`src/rtl/framebuffer_writer_pkg.sv`:
```
// Shared frame buffer constants and writer state encoding.
// Also consumed by the scan-out address counter.
package framebuffer_writer_pkg;

    localparam int DEF_IMG_W  = 64;
    localparam int DEF_IMG_H  = 64;
    localparam int DEF_ADDR_W = 12;
    localparam int PIXELS     = DEF_IMG_W * DEF_IMG_H;

    typedef enum logic {
        ST_IDLE  = 1'b0,
        ST_WRITE = 1'b1
    } fbw_state_e;

endpackage

```
`src/rtl/framebuffer_writer.sv`:
```
// Framed, flow-controlled raster writer into the frame buffer RAM.
// Optional macro VBLANK_SYNC_EN: accept pixels only during vblank.
module framebuffer_writer
    import framebuffer_writer_pkg::*;
#(
    parameter int IMG_W  = DEF_IMG_W,
    parameter int IMG_H  = DEF_IMG_H,
    parameter int ADDR_W = DEF_ADDR_W
) (
    input  logic              clk,
    input  logic              reset_n,
    input  logic              s_valid,
    output logic              s_ready,
    input  logic              s_pixel,
    input  logic              s_sof,
    input  logic              vblank,
    output logic [ADDR_W-1:0] wraddress,
    output logic              data,
    output logic              wren,
    output logic              busy,
    output logic              frame_done,
    output logic              sof_restart
);

    localparam logic [ADDR_W-1:0] PIX_LAST = ADDR_W'(IMG_W * IMG_H - 1);
    localparam logic [ADDR_W-1:0] IDX_ONE  = ADDR_W'(1);

    fbw_state_e        state_q;
    fbw_state_e        state_d;
    logic [ADDR_W-1:0] idx_q;
    logic [ADDR_W-1:0] idx_d;
    logic [ADDR_W-1:0] wr_addr_d;
    logic              wr_fire;
    logic              done_d;
    logic              restart_d;
    logic              gate;
    logic              accept;

`ifdef VBLANK_SYNC_EN
    assign gate = vblank;
`else
    assign gate = 1'b1 | vblank;
`endif

    assign s_ready = reset_n & gate;
    assign accept  = s_valid & s_ready;
    assign busy    = (state_q == ST_WRITE);

    // Next state, pixel index and the write to issue for this cycle's beat
    always_comb begin
        state_d   = state_q;
        idx_d     = idx_q;
        wr_addr_d = idx_q;
        wr_fire   = 1'b0;
        done_d    = 1'b0;
        restart_d = 1'b0;
        unique case (state_q)
            ST_IDLE: begin
                if (accept && s_sof) begin
                    wr_fire   = 1'b1;
                    wr_addr_d = '0;
                    idx_d     = IDX_ONE;
                    state_d   = ST_WRITE;
                end
            end
            ST_WRITE: begin
                if (accept) begin
                    wr_fire = 1'b1;
                    if (s_sof) begin
                        wr_addr_d = '0;
                        idx_d     = IDX_ONE;
                        restart_d = 1'b1;
                    end else if (idx_q == PIX_LAST) begin
                        done_d  = 1'b1;
                        idx_d   = '0;
                        state_d = ST_IDLE;
                    end else begin
                        idx_d = idx_q + IDX_ONE;
                    end
                end
            end
            default: begin
                state_d = ST_IDLE;
                idx_d   = '0;
            end
        endcase
    end

    // State and pixel index registers
    always_ff @(posedge clk) begin
        if (!reset_n) begin
            state_q <= ST_IDLE;
            idx_q   <= '0;
        end else begin
            state_q <= state_d;
            idx_q   <= idx_d;
        end
    end

    // Registered RAM write port; address and data hold while wren is low
    always_ff @(posedge clk) begin
        if (!reset_n) begin
            wren        <= 1'b0;
            wraddress   <= '0;
            data        <= 1'b0;
            frame_done  <= 1'b0;
            sof_restart <= 1'b0;
        end else begin
            wren        <= wr_fire;
            frame_done  <= done_d;
            sof_restart <= restart_d;
            if (wr_fire) begin
                wraddress <= wr_addr_d;
                data      <= s_pixel;
            end
        end
    end

endmodule
```
`config.mk`:
```
export PLATFORM = sky130hd
export DESIGN_NAME = framebuffer_writer
export DESIGN_NICKNAME = d
export VERILOG_FILES = /design/src/rtl/framebuffer_writer_pkg.sv /design/src/rtl/framebuffer_writer.sv
export SDC_FILE = /design/constraint.sdc
export NUM_CORES = 1
export LEC_CHECK = 0
export BUFFER_PORTS_ARGS = -buffer_cell sky130_fd_sc_hd__buf_2
export CORE_ASPECT_RATIO = 0.6
export CORE_UTILIZATION = 57
export DETAILED_ROUTE_END_ITERATION = 12
export GPL_TIMING_DRIVEN = 0
export HOLD_SLACK_MARGIN = 0.02
export PLACE_DENSITY = 0.83
export RECOVER_POWER = 25
export SYNTH_ARGS = -nofsm -noshare
export SYNTH_HDL_FRONTEND = slang
export SYNTH_SLANG_ARGS = --single-unit
```
`constraint.sdc`:
```
create_clock -name clk -period 3.11 [get_ports clk]
set_input_delay 0.4665 -clock clk [delete_from_list [all_inputs] [get_ports clk]]
set_output_delay 0.4665 -clock clk [all_outputs]
set_load 0.1 [all_outputs]
```
==> results by group <==
Yosys
  • Most used DFF post-synth: dfxtp_1
  • Top post-synthesis cells by area: dfxtp_1 46%, a22oi_1 7.1%, nor2b_1 5.9%
  • Compound-Gate Fraction of Synth Area: between 20 and 25%
  • Synth Cell Area: approximately 1300 µm²
  • Cells after synthesis: about 140
  • Seq/Total Area, Yosys: between 40% and 50%
  • Mux contribution to synthesized area: 0%
  • Async S/R FF share, synth: 0%
  • Post-synth cell types: 34
  • Yosys top cell by area: dfxtp_1
  • Synth warn: 0
  • Simple-gate area share of the yosys netlist: between 20% and 30%
  • Share of the synthesized area in the top cell type: roughly 46%
  • XOR/XNOR Fraction of Synth Area: less than 1%
  • Main combinational cell family by area after synthesis: compound AO/OA/AOI/OAI gates
  • Synthesized Nets: 146
  • Post-synthesis adder-cell area fraction: 0.9843%
  • FF+latch count, synth: 29
  • Post-synth EDFFs: 0
  • Synth Area per Inst: ~9.1 µm²

Floorplanning
  • Initial Utilization: ~65%
  • Die Wd: 62.97 µm
  • Core area: ~2000 µm²
  • Rows: 12
  • I/O Pins: 24
  • Die height: about 39 µm
  • Total die area: between 2000 and 2500 µm²

Cells and area
  • Share of layout cells above drive strength 1: between 10% and 20%
  • Area grow syn2layout: 16.93%
  • N_diodes: 0
  • Final Cell Area: about 1500 µm²
  • Nets@finish: 174
  • Fill cells: about 160

Global routing
  • Largest net degree at the start of global routing: 11
  • Busiest grt layer: met2
  • First-pass GRT wire length: roughly 4500 µm
  • Met3 usage: under 10%
  • Tot GR Track Use: a little over a quarter
  • Antenna violations before repair: 0
  • Global Route met2 Usage: a little over two fifths
  • Global routing usage on met1: between 30% and 40%
  • Vias in the first global route: between 900 and 1000
  • GR Overflow Total: 0

Power
  • Worst vdd ir: about 0.31 mV
  • Leakage power total: between 0.5 and 0.6 nW
  • Power Dens Cells: around 490 nW/µm²

Clock tree
  • CTS tree: built
  • H-tree depth: 2
  • Clock sinks: 29
  • CTS root buffer: clkbuf_8
  • Clk_lat worst skew: around 0.28 ns
  • Clock Path Buffers: 2
  • Clock transition at path regs: roughly 0.05 ns
  • Total CTS buffers: 5
  • Post-cts resize count: 0
  • Post CTS Setup Buffer Count: 0
  • Hold_buf cts: 0

Worst setup path
  • Crit path from: wren
  • Instance count on the critical path: 1
  • FF-to-FF path depth: 7
  • Crit-path max cell delay: about 0.85 ns
  • Slowest cell on the critical path: clkbuf_1
  • Cell family with most CP delay: buffers and inverters
  • Setup CP Type: flip-flop to primary output
  • CP endpoint kind: primary output
  • R2r startpoint: idx_q[0]
  • CP Cell Sequence: clkbuf_1
  • Critical path buffer and inverter count: 1
  • Peak fanout along the critical path: 1
  • Worst setup SP type: flip-flop
  • Worst Path Arrival: around 1.4 ns
  • Crit path required time: 2.64 ns

Hold path
  • Worst Hold Class: input pin to flip-flop
  • Beginning of the worst hold path: s_pixel
  • Hold Path Cell Cnt: 3

Place
  • Port bufs: 21
  • Dpl hpwl: between 2000 and 2500 µm
  • Post-DP Area: between 1000 and 1500 µm²
  • Gp weighted congestion: about 0.84

Timing
  • Setup TNS: 0 ns
  • Final Skew: approximately 0.0032 ns
  • Slew @ Worst Pin: roughly 1.2 ns
  • Unrepaired setup endpoints after global routing: false
  • Pins Over Slew Limit: 0
  • F_max: roughly 530 MHz
  • Fin crit period: 1.896 ns
  • Final setup vio count: 0
  • Rel. slew slack: a little under a quarter
  • Fin crit share: 60.96%
  • Final hold violation count: 0

Drt
  • Via-per-instance ratio: slightly below 6
  • Final WL: 2906 µm
  • DRC viols: 0
  • 1st-pass router iterations: 5
  • Routed Antenna Nets: 0
  • Via count: around 1200
  • DRT iter0 DRCs: 141
  • WL per Instance: about 15 µm

Run
  • Number of max-cap violations: 0

Outcome
  • Run status: completed
==> layer usage <==
metal	part of all wire [%]	vias up
li1	-	562
met3	6.1	5
met4	1.0	0
met1	47	551
met5	0	-
met2	45	37
==> flip-flops by register name, summed over array words and instances (netlist names) <==
register	count
idx_q	12
wraddress	12
busy	1
data	1
frame_done	1
sof_restart	1
wren	1
==> where the power goes <==
part	internal (mW)	switching, mW
clock network	0.158	0.131
registers	0.375	0.00447
logic	0.0136	0.0424
==> cells in the mapped netlist (2+ instances only) <==
library cell,n
dfxtp_1,29
a22oi_1,12
nand2_1,12
nor2b_1,12
a31oi_1,9
o21ai_0,8
inv_1,6
a21boi_0,5
nand3_1,5
clkbuf_1,4
a21oi_1,3
nor2_1,3
and2_1,2
and3_1,2
and4_1,2
buf_2,2
buf_4,2
buf_6,2
nand4_1,2
nand4b_1,2
o211ai_1,2
==> stage by stage <==
stage | setup slack, ns | util [%] | instances | hold WS, ns | power (mW)
after floorplan | 1.018 | - | 139 | 0.4554 | 0.4303
after global placement | 1.411 | 71.76 | 188 | 0.4512 | 0.4421
after detailed placement | 1.361 | 71.76 | 188 | 0.4630 | 0.4436
after CTS | 1.318 | 75.83 | 196 | 0.4405 | 0.7285
after global routing | 1.172 | 75.57 | 196 | 0.4578 | 0.7472
final | 1.214 | 75.57 | 196 | 0.4410 | 0.7250
==> cell usage in the layout (no fill, tap or decap), types with 6 or more instances in the layout <==
| cell type | instances |
|---|---|
| buf_2 | 21 |
| o21ai_0 | 8 |
| clkbuf_1 | 9 |
| a22oi_1 | 12 |
| inv_1 | 6 |
| a31oi_1 | 9 |
| nor2b_1 | 12 |
| dfxtp_1 | 29 |
| nand2_1 | 12 |
==> layout make-up <==
cell class | instances | area [µm²] | share of cell area [%]
multi-input cells | 94 | 603.1 | 40.57
flip-flops and latches | 29 | 580.6 | 39.06
repair buffers | 21 | 102.6 | 6.902
clock buffers | 8 | 80.08 | 5.387
plain buffers | 10 | 62.56 | 4.209
well taps | 28 | 35.03 | 2.357
inverters | 6 | 22.52 | 1.515
==> kinds of logic after synthesis <==
logic type / Yosys count
compound gates: 44
xor+xnor: 1
fa+ha+maj: 1
simple gates: 48
flops: 29
buf+inv: 16
==> final timing paths <==
kind / to / slack, ns
worst min-delay path: data / 0.44
worst max-delay path: wren / 1.21
worst min register to register: data / 0.47
worst max register to register: idx_q[11] / 1.30
Power figures use the tool's default switching activity.
